**src/rtl/axil_master_bridge.sv**
```systemverilog
// Single-outstanding AXI4-Lite initiator: one valid/ready request becomes one AXI-Lite
// read or write, and the response comes back with its code and its latency in cycles.
module axil_master_bridge #(
   parameter int unsigned ADDR_WIDTH = 32,
   parameter int unsigned DATA_WIDTH = 32,
   parameter int unsigned STRB_WIDTH = DATA_WIDTH/8,
   parameter logic [2:0]  PROT       = 3'b000
) (
   input  logic                  aclk,
   input  logic                  aresetn,
   input  logic                  req_valid,
   output logic                  req_ready,
   input  logic                  req_write,
   input  logic [ADDR_WIDTH-1:0] req_addr,
   input  logic [DATA_WIDTH-1:0] req_wdata,
   input  logic [STRB_WIDTH-1:0] req_wstrb,
   output logic                  rsp_valid,
   input  logic                  rsp_ready,
   output logic                  rsp_write,
   output logic [DATA_WIDTH-1:0] rsp_rdata,
   output logic [1:0]            rsp_resp,
   output logic [15:0]           rsp_cycles,
   output logic [ADDR_WIDTH-1:0] m_axil_awaddr,
   output logic [2:0]            m_axil_awprot,
   output logic                  m_axil_awvalid,
   input  logic                  m_axil_awready,
   output logic [DATA_WIDTH-1:0] m_axil_wdata,
   output logic [STRB_WIDTH-1:0] m_axil_wstrb,
   output logic                  m_axil_wvalid,
   input  logic                  m_axil_wready,
   input  logic [1:0]            m_axil_bresp,
   input  logic                  m_axil_bvalid,
   output logic                  m_axil_bready,
   output logic [ADDR_WIDTH-1:0] m_axil_araddr,
   output logic [2:0]            m_axil_arprot,
   output logic                  m_axil_arvalid,
   input  logic                  m_axil_arready,
   input  logic [DATA_WIDTH-1:0] m_axil_rdata,
   input  logic [1:0]            m_axil_rresp,
   input  logic                  m_axil_rvalid,
   output logic                  m_axil_rready
);

   typedef enum logic [2:0] {IDLE, WR_REQ, WR_RESP, RD_REQ, RD_DATA, RESP} state_t;

   localparam logic [ADDR_WIDTH-1:0] ADDR_LOW_MASK = ADDR_WIDTH'(3);

   state_t                state_q, state_d;
   logic [ADDR_WIDTH-1:0] addr_q, addr_d;
   logic [DATA_WIDTH-1:0] wdata_q, wdata_d;
   logic [STRB_WIDTH-1:0] wstrb_q, wstrb_d;
   logic                  req_ready_q, req_ready_d;
   logic                  awvalid_q, awvalid_d;
   logic                  wvalid_q, wvalid_d;
   logic                  bready_q, bready_d;
   logic                  arvalid_q, arvalid_d;
   logic                  rready_q, rready_d;
   logic                  rsp_valid_q, rsp_valid_d;
   logic                  rsp_write_q, rsp_write_d;
   logic [DATA_WIDTH-1:0] rsp_rdata_q, rsp_rdata_d;
   logic [1:0]            rsp_resp_q, rsp_resp_d;
   logic [15:0]           cycles_q, cycles_d, cycles_inc;

   always_ff @(posedge aclk) begin
      if (!aresetn) begin
         state_q     <= IDLE;
         addr_q      <= '0;
         wdata_q     <= '0;
         wstrb_q     <= '0;
         req_ready_q <= 1'b1;
         awvalid_q   <= 1'b0;
         wvalid_q    <= 1'b0;
         bready_q    <= 1'b0;
         arvalid_q   <= 1'b0;
         rready_q    <= 1'b0;
         rsp_valid_q <= 1'b0;
         rsp_write_q <= 1'b0;
         rsp_rdata_q <= '0;
         rsp_resp_q  <= '0;
         cycles_q    <= '0;
      end else begin
         state_q     <= state_d;
         addr_q      <= addr_d;
         wdata_q     <= wdata_d;
         wstrb_q     <= wstrb_d;
         req_ready_q <= req_ready_d;
         awvalid_q   <= awvalid_d;
         wvalid_q    <= wvalid_d;
         bready_q    <= bready_d;
         arvalid_q   <= arvalid_d;
         rready_q    <= rready_d;
         rsp_valid_q <= rsp_valid_d;
         rsp_write_q <= rsp_write_d;
         rsp_rdata_q <= rsp_rdata_d;
         rsp_resp_q  <= rsp_resp_d;
         cycles_q    <= cycles_d;
      end
   end

   // The latency counter doubles as the rsp_cycles output; it only moves while a transaction is open.
   assign cycles_inc = (cycles_q == 16'hFFFF) ? cycles_q : cycles_q + 16'd1;

   always_comb begin
      state_d     = state_q;
      addr_d      = addr_q;
      wdata_d     = wdata_q;
      wstrb_d     = wstrb_q;
      req_ready_d = req_ready_q;
      awvalid_d   = awvalid_q;
      wvalid_d    = wvalid_q;
      bready_d    = bready_q;
      arvalid_d   = arvalid_q;
      rready_d    = rready_q;
      rsp_valid_d = rsp_valid_q;
      rsp_write_d = rsp_write_q;
      rsp_rdata_d = rsp_rdata_q;
      rsp_resp_d  = rsp_resp_q;
      cycles_d    = cycles_q;
      case (state_q)
         IDLE: begin
            if (req_valid && req_ready_q) begin
               addr_d      = req_addr & ~ADDR_LOW_MASK;
               wdata_d     = req_wdata;
               wstrb_d     = req_wstrb;
               req_ready_d = 1'b0;
               cycles_d    = '0;
               if (req_write) begin
                  awvalid_d = 1'b1;
                  wvalid_d  = 1'b1;
                  state_d   = WR_REQ;
               end else begin
                  arvalid_d = 1'b1;
                  state_d   = RD_REQ;
               end
            end
         end
         WR_REQ: begin
            cycles_d = cycles_inc;
            if (awvalid_q && m_axil_awready) awvalid_d = 1'b0;
            if (wvalid_q && m_axil_wready)   wvalid_d  = 1'b0;
            if (!awvalid_d && !wvalid_d) begin
               bready_d = 1'b1;
               state_d  = WR_RESP;
            end
         end
         WR_RESP: begin
            cycles_d = cycles_inc;
            if (m_axil_bvalid) begin
               bready_d    = 1'b0;
               rsp_resp_d  = m_axil_bresp;
               rsp_rdata_d = '0;
               rsp_write_d = 1'b1;
               rsp_valid_d = 1'b1;
               state_d     = RESP;
            end
         end
         RD_REQ: begin
            cycles_d = cycles_inc;
            if (m_axil_arready) begin
               arvalid_d = 1'b0;
               rready_d  = 1'b1;
               state_d   = RD_DATA;
            end
         end
         RD_DATA: begin
            cycles_d = cycles_inc;
            if (m_axil_rvalid) begin
               rready_d    = 1'b0;
               rsp_resp_d  = m_axil_rresp;
               rsp_rdata_d = m_axil_rdata;
               rsp_write_d = 1'b0;
               rsp_valid_d = 1'b1;
               state_d     = RESP;
            end
         end
         RESP: begin
            if (rsp_ready) begin
               rsp_valid_d = 1'b0;
               req_ready_d = 1'b1;
               state_d     = IDLE;
            end
         end
         default: state_d = IDLE;
      endcase
   end

   assign req_ready      = req_ready_q;
   assign rsp_valid      = rsp_valid_q;
   assign rsp_write      = rsp_write_q;
   assign rsp_rdata      = rsp_rdata_q;
   assign rsp_resp       = rsp_resp_q;
   assign rsp_cycles     = cycles_q;
   assign m_axil_awaddr  = addr_q;
   assign m_axil_awprot  = PROT;
   assign m_axil_awvalid = awvalid_q;
   assign m_axil_wdata   = wdata_q;
   assign m_axil_wstrb   = wstrb_q;
   assign m_axil_wvalid  = wvalid_q;
   assign m_axil_bready  = bready_q;
   assign m_axil_araddr  = addr_q;
   assign m_axil_arprot  = PROT;
   assign m_axil_arvalid = arvalid_q;
   assign m_axil_rready  = rready_q;

endmodule

```
**config.mk**
```make
export PLATFORM = sky130hd
export DESIGN_NAME = axil_master_bridge
export DESIGN_NICKNAME = d
export VERILOG_FILES = /design/src/rtl/axil_master_bridge.sv
export SDC_FILE = /design/constraint.sdc
export NUM_CORES = 1
export LEC_CHECK = 0
export ABC_AREA = 1
export BUFFER_PORTS_ARGS = -buffer_cell sky130_fd_sc_hd__buf_2
export CORE_MARGIN = 2
export CORE_UTILIZATION = 46
export CTS_CLUSTER_SIZE = 14
export DETAILED_ROUTE_END_ITERATION = 6
export MAX_ROUTING_LAYER = met4
export PLACE_DENSITY = 0.84
export SLEW_MARGIN = 30
export SYNTH_ARGS = -nofsm -noshare
export SYNTH_HDL_FRONTEND = slang
export SYNTH_SLANG_ARGS = --single-unit
```
**constraint.sdc**
```tcl
create_clock -name aclk -period 1.7 [get_ports aclk]
set_clock_uncertainty 0.1 [all_clocks]
set_input_delay 0.17 -clock aclk [delete_from_list [all_inputs] [get_ports aclk]]
set_output_delay 0.17 -clock aclk [all_outputs]
set_load 0.01 [all_outputs]
```
**After elaboration in Yosys (flattened, before gate mapping)**

Index checks and enable logic that the tools add are counted.
Widths: inputs -> output; s select.

- Bits in registers: 127
- Output and inout bits: 164

- $add $sub $neg: 1
- Reduce and logical (&&, ||, !) cells: 26
- Equal/unequal tests: 15
- Muxes and demuxes: 43

Operators by type and width:

| operator | number |
|---|---|
| $mux 32 | 2 |
| $pmux 32 s2 | 1 |
| $mux 16 | 2 |
| $pmux 16 s2 | 1 |
| $mux 1 | 18 |
| $mux 3 | 6 |
| $ne 2x2->1 const B | 9 |
| $pmux 3 s6 | 1 |
| $reduce_and 3->1 | 6 |
| $add 16x1->16 const B | 1 |
| $eq 16x16->1 const B | 1 |
| $pmux 1 s2 | 7 |
| $reduce_bool 2->1 | 7 |
| $reduce_and 4->1 | 2 |
| $eq 3x2->1 const B | 2 |
| $eq 3x3->1 const B | 2 |
| $mux 2 | 3 |
| $reduce_and 6->1 | 1 |
| $logic_and 1x1->1 | 4 |
| $pmux 2 s2 | 1 |
| $reduce_or 4->1 | 1 |
| $eq 3x1->1 const B | 1 |
| $logic_not 3->1 | 1 |
| $pmux 1 s3 | 1 |
| 3 further kinds | 4 |

**Longest topological paths before layout**

Gate-level depths: netlist of run 1.

- Depth in word-level cells: 7
- Mapped depth: 10

**Worst setup path before layout of run 1**

No wires, ideal clock.

- Path kind: reg-to-reg
- From: register cycles_q[1] (netlist: rsp_cycles[1])
- To: register cycles_q[7] (netlist: rsp_cycles[7])
- Cell stages (with the launch flop): 9
- Library setup time: 0.070 ns
- Arrival time: 1.498 ns
- Period minus slack after synthesis: 1.668 ns
- Slack: 0.032 ns
- Path buffers: 1
- Cell sequence: dfxtp_1 -> ha_1 -> nand2_2 -> nor2_2 -> nand2_2 -> o21ai_4 -> buf_6 -> nand3_2 -> a21oi_1

- Longest elaborated chain between the ends: 3

RTL lines:

| item | RTL line | RTL |
|---|---|---|
| from (decl) | 62 | `logic [15:0] cycles_q, cycles_d, cycles_inc;` |
| from (signal assigned) | 96 | `cycles_q <= cycles_d;` |
| $add 16x1->16 / $eq 16x16->1 (equally long branches) | 101 | `assign cycles_inc = (cycles_q == 16'hFFFF) ? cycles_q : cycles_q + 16'd1;` |
| $mux 16 / $ne 2x2->1 (equally long branches) | - |  |
| $pmux 16 s2 / $reduce_and 3->1 (equally long branches) | - |  |

Several ways; a longest one is shown, not always the timed one. The select of a mux whose other input is x is not followed.
A chain may end at the register's enable or synchronous reset.

**Worst setup path after layout of run 1**

- From: register state_q[0]
- To: register rsp_rdata_q[11] (netlist: rsp_rdata[11])

- Longest elaborated chain between the ends: 3

RTL lines:

| item | RTL line | RTL |
|---|---|---|
| from (decl) | 48 | `state_t state_q, state_d;` |
| from (signal assigned) | 82 | `state_q <= state_d;` |
| $eq 3x3->1 / $eq 3x2->1 (equally long branches) | 119 | `case (state_q)` |
| $ne 2x2->1 (no line) / $reduce_bool 2->1 (equally long branches) | - |  |
| $reduce_and 3->1 (no line) | - |  |
| to (signal assigned) | 94 | `rsp_rdata_q <= rsp_rdata_d;` |
| to (decl) | 60 | `logic [DATA_WIDTH-1:0] rsp_rdata_q, rsp_rdata_d;` |

Several ways; a longest one is shown, not always the timed one.

==> results of run 1 <==
## cells in the final DEF (no fill, tap or decap), types with 3 or more instances in the layout
cell and instances:
conb_1 10, nand4_1 3, inv_2 5, clkinv_2 3, buf_2 265, inv_1 29, buf_12 6, nor2_1 39
clkbuf_16 18, buf_4 22, dfxtp_2 4, dfxtp_1 122, a21oi_1 109, nand2_2 4, a21oi_2 5, clkbuf_8 6
o21ai_0 9, nand2_1 240, nand3_2 3, nand3_1 72, or2_2 3, dlygate4sd3_1 107
## metal layers
metal | part of all wire | global-route usage
met1 | 0.36 | 0.3188
met2 | 0.51 | 0.5162
met3 | 0.090 | 0.08502
met4 | 0.038 | 0.1520
met5 | 0 | -
## layout make-up
cell class	instances	area, um2
inverters	37	150.1
fillers	759	2998
well taps	143	178.9
flip-flops and latches	127	2551
clock inverters	5	77.57
clock buffers	25	515.5
repair buffers	403	2730
diodes	2	5.005
multi-input cells	515	2359
## flip-flops by register name (all words and copies together), names as in the netlist
| register | count |
|---|---|
| rsp_resp | 2 |
| m_axil_awvalid | 1 |
| state_q | 3 |
| m_axil_rready | 1 |
| m_axil_wdata | 32 |
| req_ready | 1 |
| m_axil_wstrb | 4 |
| rsp_valid | 1 |
| m_axil_wvalid | 1 |
| rsp_cycles | 16 |
| rsp_rdata | 32 |
| m_axil_arvalid | 1 |
| m_axil_bready | 1 |
| rsp_write | 1 |
| m_axil_araddr | 30 |
## power by group through the flow
stage	combinational (uW)	sequential (uW)	clock (uW)
2_1_floorplan	2520	4040	0
3_3_place_gp	3880	3800	0
3_5_place_dp	3910	3820	0
4_1_cts	4140	3770	3670
5_1_grt	4810	3860	3810
6_report	4420	3820	3650
## per-stage QoR
stage	TNS (ns)	hold WS, ns	instances	area (um2)	setup WS [ns]
after floorplan	0	0.2129	760	5537	0.03154
after global placement	0	0.3185	1113	6773	0.08475
after detailed placement	0	0.3237	1113	6773	0.003156
after CTS	0	0.008989	1250	8441	0.01578
after global routing	-0.2190	0.07301	1257	8567	-0.05288
final	0	0.03593	1257	8567	0.04869
## logic make-up after synthesis
kind of cell               count (synthesis)
AOI/OAI and AO/OA                        129
buffers and inverters                    118
adders and majority gates                  1
other                                      1
xor gates and xnor gates                   1
DFF                                      127
and+or+nand+nor                          374
## critical path, stage by stage, from the launching register on
cell and delay, ns:
dfxtp_4 0.36, inv_2 0.10, nand3_4 0.14, nand2_1 0.13, inv_2 0.07, nor2_8 0.16
buf_12 0.17, nand3_1 0.09, a21oi_1 0.23
## Yosys cell counts (all sizes together)
library cell,instances,share of area
xor2,1,0.0016
or2,3,0.0034
o21ai,10,0.011
nand3,76,0.073
a21oi,114,0.10
nand3b,2,0.0027
conb,1,0.00068
o21bai,2,0.0027
nand4,3,0.0034
inv,37,0.026
nand2,246,0.17
dfxtp,127,0.46
clkbuf,18,0.012
a31oi,1,0.0011
ha,1,0.0023
buf,63,0.086
nor2,44,0.034
a22oi,2,0.0027
## how the worst min path moves through the flow
stage	from	end	slack (ns)
after floorplan	req_addr[10]	m_axil_araddr[10]	0.21
after global placement	req_wdata[27]	m_axil_wdata[27]	0.32
after detailed placement	req_wdata[11]	m_axil_wdata[11]	0.32
after CTS	req_write	m_axil_arvalid	0.009
after global routing	aresetn	req_ready	0.07
final	req_write	m_axil_arvalid	0.04
## what timing repair did
| action | 4_1_cts | 5_1_grt |
|---|---|---|
| pin swaps | 0 | 6 |
| endpoints found under the setup margin | 1 | 114 |
| hold endpoints to repair | 105 | 0 |
| hold buffers | 107 | 0 |
| buffers inserted | 0 | 4 |
| gates resized for setup | 1 | 21 |
| gates cloned | 0 | 1 |
==> summary.md, run 1 <==
| Metric | Value |
|---|---|
| Vias per Instance | 5.215 |
| Total GRT Usage | 0.3013 |
| CTS Buffer Depth | 2 |
| Final wirelength | between 15 and 20 mm |
| Syn_area_per_cell | 7.327 um2 |
| Period Utilization, post-route | 0.9714 |
| H-Tree Depth | 4 |
| R2r endpoint | rsp_rdata[11] |
| Switching Power | 4280 uW |
| Crit end category | flop |
| Die width | 113.4 um |
| Die area | 12850 um2 |
| R2r worst-path depth | 8 |
| Flop-to-flop setup slack | 0.05 ns |
| Setup violators final | 0 |
| Inserted Clock Buffers | 17 |
| Syn. warnings | 0 |
| Critical path class | flop to flop |
| Starting Density | 0.4758 |
| Crit path max fanout | 21 |
| Post-synthesis sequential area ratio | 0.4620 |
| Power per standard cell area | 1387 nW/um2 |
| Number of core rows | 39 |
| DRT iter0 DRCs | 572 |
| RSZ-0062 raised after global routing | true |
| Synth unique cells | 28 |
| Die height | 113.4 um |
| Multiplexer share of the synthesized area | 0 |
| Post-Synth Simple-Gate Area | 0.2876 |
| Worst EP arrival | roughly 1.9 ns |
| Wirelength per Cell | 15.82 um |
| PortBufs | 265 |
| ANT nets after route | 0 |
| Largest family of logic cells by synthesized area | simple AND/OR/NAND/NOR gates |
| Fmax | 0.6056 GHz |
| Critical path origin | state_q[0] |
| Sw Ratio | 0.3601 |
| Worst ir drop on vdd | between 0.0008 and 0.0009 V |
| Utilization after layout | 0.7408 |
| Logic pwr share | 0.372 |
| Synth Area in Adders | 0.002274 |
| Final max-slew violation count | 0 |
| DR pass1 iterations | 6 |
| Internal power | 7605 uW |
| GPL Wtd Cong | just over 0.9 |
| First-pass GRT wire length | 29.99 mm |
| Antenna violations before repair | 2 |
| DRC | 0 |
| Post-synthesis compound-gate area fraction | 0.1214 |
| Worst skew pair latency | 0.41 ns |
| Clock Power Share | 0.307 |
| Setup crit end | rsp_rdata[11] |
| Final Power | 11890 uW |
| Reg clk slew, reported paths | 0.06 ns |
| Flop pwr share | 0.321 |
| Gate Count Post-Synth | around 750 |
| Hold depth | 4 |
| TritonCTS clock tree | built |
| Cell area after synthesis | 5503 um2 |
| DP HPWL | 10.77 mm |
| GRT Residual Overflow | 0 |
| Final #Nets | 1216 |
| Clock root buffer | clkbuf_16 |
| XOR/XNOR Fraction of Synth Area | 0.001592 |
| Share of cells above drive strength 1 | 0.3255 |
| Number of max-cap violations | 0 |
| Endpoints failing hold | 0 |
| Worst R2R Start | state_q[0] |
| P&R area growth vs syn | 55.68% |
| P_leak | 0.004102 uW |
| Clk sinks | 127 |
| Vias in the first global route | 6324 |
| Worst Hold Class | primary input to flop |
| Worst setup SP type | flop |
| Min cycle time layout | 1.651 ns |
| Core footprint | 11560 um2 |
| Crit path required time | between 1.5 and 2 ns |
| Seq cells post-synth | 127 |
| Status | completed |
| DR vias | 6555 |
| Largest net degree at the start of global routing | about 60 |
| Ports | 278 |
(Power assumes the default switching activity.)
==> run 2: changes to the inputs <==
--- a/config.mk
+++ b/config.mk
@@ -7,12 +7,14 @@
 export LEC_CHECK = 0
 export ABC_AREA = 1
 export BUFFER_PORTS_ARGS = -buffer_cell sky130_fd_sc_hd__buf_2
+export CELL_PAD_IN_SITES_DETAIL_PLACEMENT = 0
+export CELL_PAD_IN_SITES_GLOBAL_PLACEMENT = 1
 export CORE_MARGIN = 2
-export CORE_UTILIZATION = 46
+export CORE_UTILIZATION = 31
 export CTS_CLUSTER_SIZE = 14
 export DETAILED_ROUTE_END_ITERATION = 6
 export MAX_ROUTING_LAYER = met4
-export PLACE_DENSITY = 0.84
+export PLACE_DENSITY = 0.83
 export SLEW_MARGIN = 30
 export SYNTH_ARGS = -nofsm -noshare
 export SYNTH_HDL_FRONTEND = slang
==> run 2 against run 1 <==
Net effect:
- via count down 7.4%
- clock-buffer cell count shrank 8
- maximum frequency increased by 3.0%
- non-clock buffer count rose by 13
- sequential share of layout area is 0.66 points lower
- critical path type unchanged
- largest cell class unchanged
- first-iteration DRC count is 58% lower
- wire length fell by 11%
==> summary.md, run 2 (synthesis results as in run 1) <==
| Metric | Value |
|---|---|
| Met3 Use GR | 0.05004 |
| H-Tree Depth | 4 |
| Vias per Instance | 4.493 |
| Wirelength per Cell | 13.17 um |
| Critical path class | flop to flop |
| Commonest non-fill, non-tap cell in the layout | buf_2 |
| Status | completed |
| Worst Hold Class | primary input to flop |
| DR pass1 iterations | 4 |
| Worst EP arrival | 1.84 ns |
| Worst skew pair latency | 0.41 ns |
| Crit path max fanout | 8 |
| Final Instance Area | 8753 um2 |
| Setup TNS | 0 ns |
| Slew headroom | 0.6494 |
| Post-layout instance count excluding filler cells | 1351 |
| Critical path's slowest cell | dfxtp_4 |
| ANT nets after route | 0 |
| Power per standard cell area | 1367 nW/um2 |
| Worst ir drop on vdd | 0.0007696 V |
| Actual slew at the worst max-slew pin | 0.5259 ns |
| P&R area growth vs syn | 59.07% |
| Placed cell areas | slightly below 7000 um2 |
| Crit path required time | approximately 1.9 ns |
| Clk sinks | about 130 |
| Die area | approximately 19000 um2 |
| DRC | 0 |
| TritonCTS clock tree | built |
| Crit end category | flop |
| RSZ-0062 raised after global routing | true |
| Number of core rows | 48 |
| Clock root buffer | clkbuf_16 |
| Critical Path Max Stage Delay | around 0.37 ns |
| Global-route track usage on met2 | 0.3002 |
| DRT iter0 DRCs | 239 |
| DR vias | approximately 6000 |
| Worst setup SP type | flop |
| Final #Nets | approximately 1200 |
| Switching Power | roughly 4400 uW |
| Die height | 137.2 um |
| Top cell by count, worst path | nand2_2 |
| # diodes | 0 |
| Placed Cells | roughly 1200 |
| Total GRT Usage | 0.1853 |
| Min cycle time layout | 1.604 ns |
| PortBufs | 265 |
| Clock Power Share | 0.288 |
| Share of cells above drive strength 1 | 0.3304 |
| Number of max-cap violations | 0 |
| Flop pwr share | 0.315 |
| Vias in the first global route | 5682 |
| CTS Buffer Depth | 2 |
| P_leak | 0.004144 uW |
| Inserted Clock Buffers | 17 |
| Antenna violations before repair | 0 |
| GPL Wtd Cong | 0.7882 |
| Final max-slew violation count | 0 |
| Final hold slack | 0.03394 ns |
| Endpoints failing hold | 0 |
| Period Utilization, post-route | 0.9433 |
| Most frequent cells in the layout | buf_2 (265), nand2_1 (239), dfxtp_1 (124) |
| Sw Ratio | 0.3672 |
| Starting Density | 0.3181 |
| Gr busiest metal | met2 |
| Met1 usage | 0.2234 |
| Internal power | 7573 uW |
| Logic pwr share | 0.397 |
| Core footprint | between 15000 and 20000 um2 |
| Final wirelength | 17.79 mm |
| First-pass GRT wire length | 27.03 mm |
| GRT Residual Overflow | 0 |
| Cell Chain, Critical Path | inv_2 > nand3_4 > inv_4 > nand2_2 > nand2_2 > nor2_8 > clkbuf_16 > nand3_1 > a21oi_1 |
| DP HPWL | 11.44 mm |
| Fmax | 0.6236 GHz |
| Ports | 278 |
| Largest net degree at the start of global routing | about 110 |
| Setup violators final | 0 |
| Reg clk slew, reported paths | roughly 0.060 ns |
| Utilization after layout | 0.5061 |
| Die width | 137.2 um |
[run 2: layout make-up]
class,instances,area [um2]
Inverter,37,150.1
Fill cell,1676,8543
Clock buffer,17,425.4
Multi-Input combinational cell,515,2333
Sequential cell,127,2549
Tap cell,225,281.5
Clock inverter,14,132.6
Timing Repair Buffer,416,2882
[run 2: repair_timing]
item                       CTS  global route
resized for setup            0            19
hold endpoints to repair   105             0
setup endpoints to repair    0            77
hold buffers               107             0
buffers inserted             0             3
[run 2: metrics by stage]
step	setup slack, ns	total power [uW]
floorplan	0.03154	6552
global placement	0.05247	7940
detailed placement	0.02684	7950
CTS	0.01295	11630
global route	-0.008510	12780
finish	0.09633	11970
[run 2: path summary, 6_finish.rpt]
path,startpoint,to,slack (ns),depth (start not counted)
worst min register to register,rsp_write,rsp_write,0.36,2
worst max register to register,state_q[0],rsp_rdata[31],0.1,9
worst max-delay path,state_q[0],rsp_rdata[31],0.1,9
worst min-delay path,req_write,m_axil_arvalid,0.03,4
[run 2: worst max-delay path, delay by kind of cell, from the launching register on]
family | cells | cell delay [ns]
compound gates | 1 | 0.14
buf+inv | 3 | 0.31
flops | 1 | 0.37
simple gates | 5 | 0.62
[run 2: power groups by stage]
stage                     combinational [uW]  sequential, uW  clock [uW]
after detailed placement                4130            3820           0
final                                   4750            3770        3450
after floorplan                         2520            4040           0
after global placement                  4130            3810           0
after CTS                               4330            3760        3540
after global routing                    5270            3840        3670
[run 2: routing by layer]
| metal | vias to the layer above | share of wire |
|---|---|---|
| li1 | 3098 | - |
| met1 | 2751 | 0.43 |
| met2 | 200 | 0.49 |
| met3 | 21 | 0.061 |
| met4 | 0 | 0.017 |
| met5 | - | 0 |
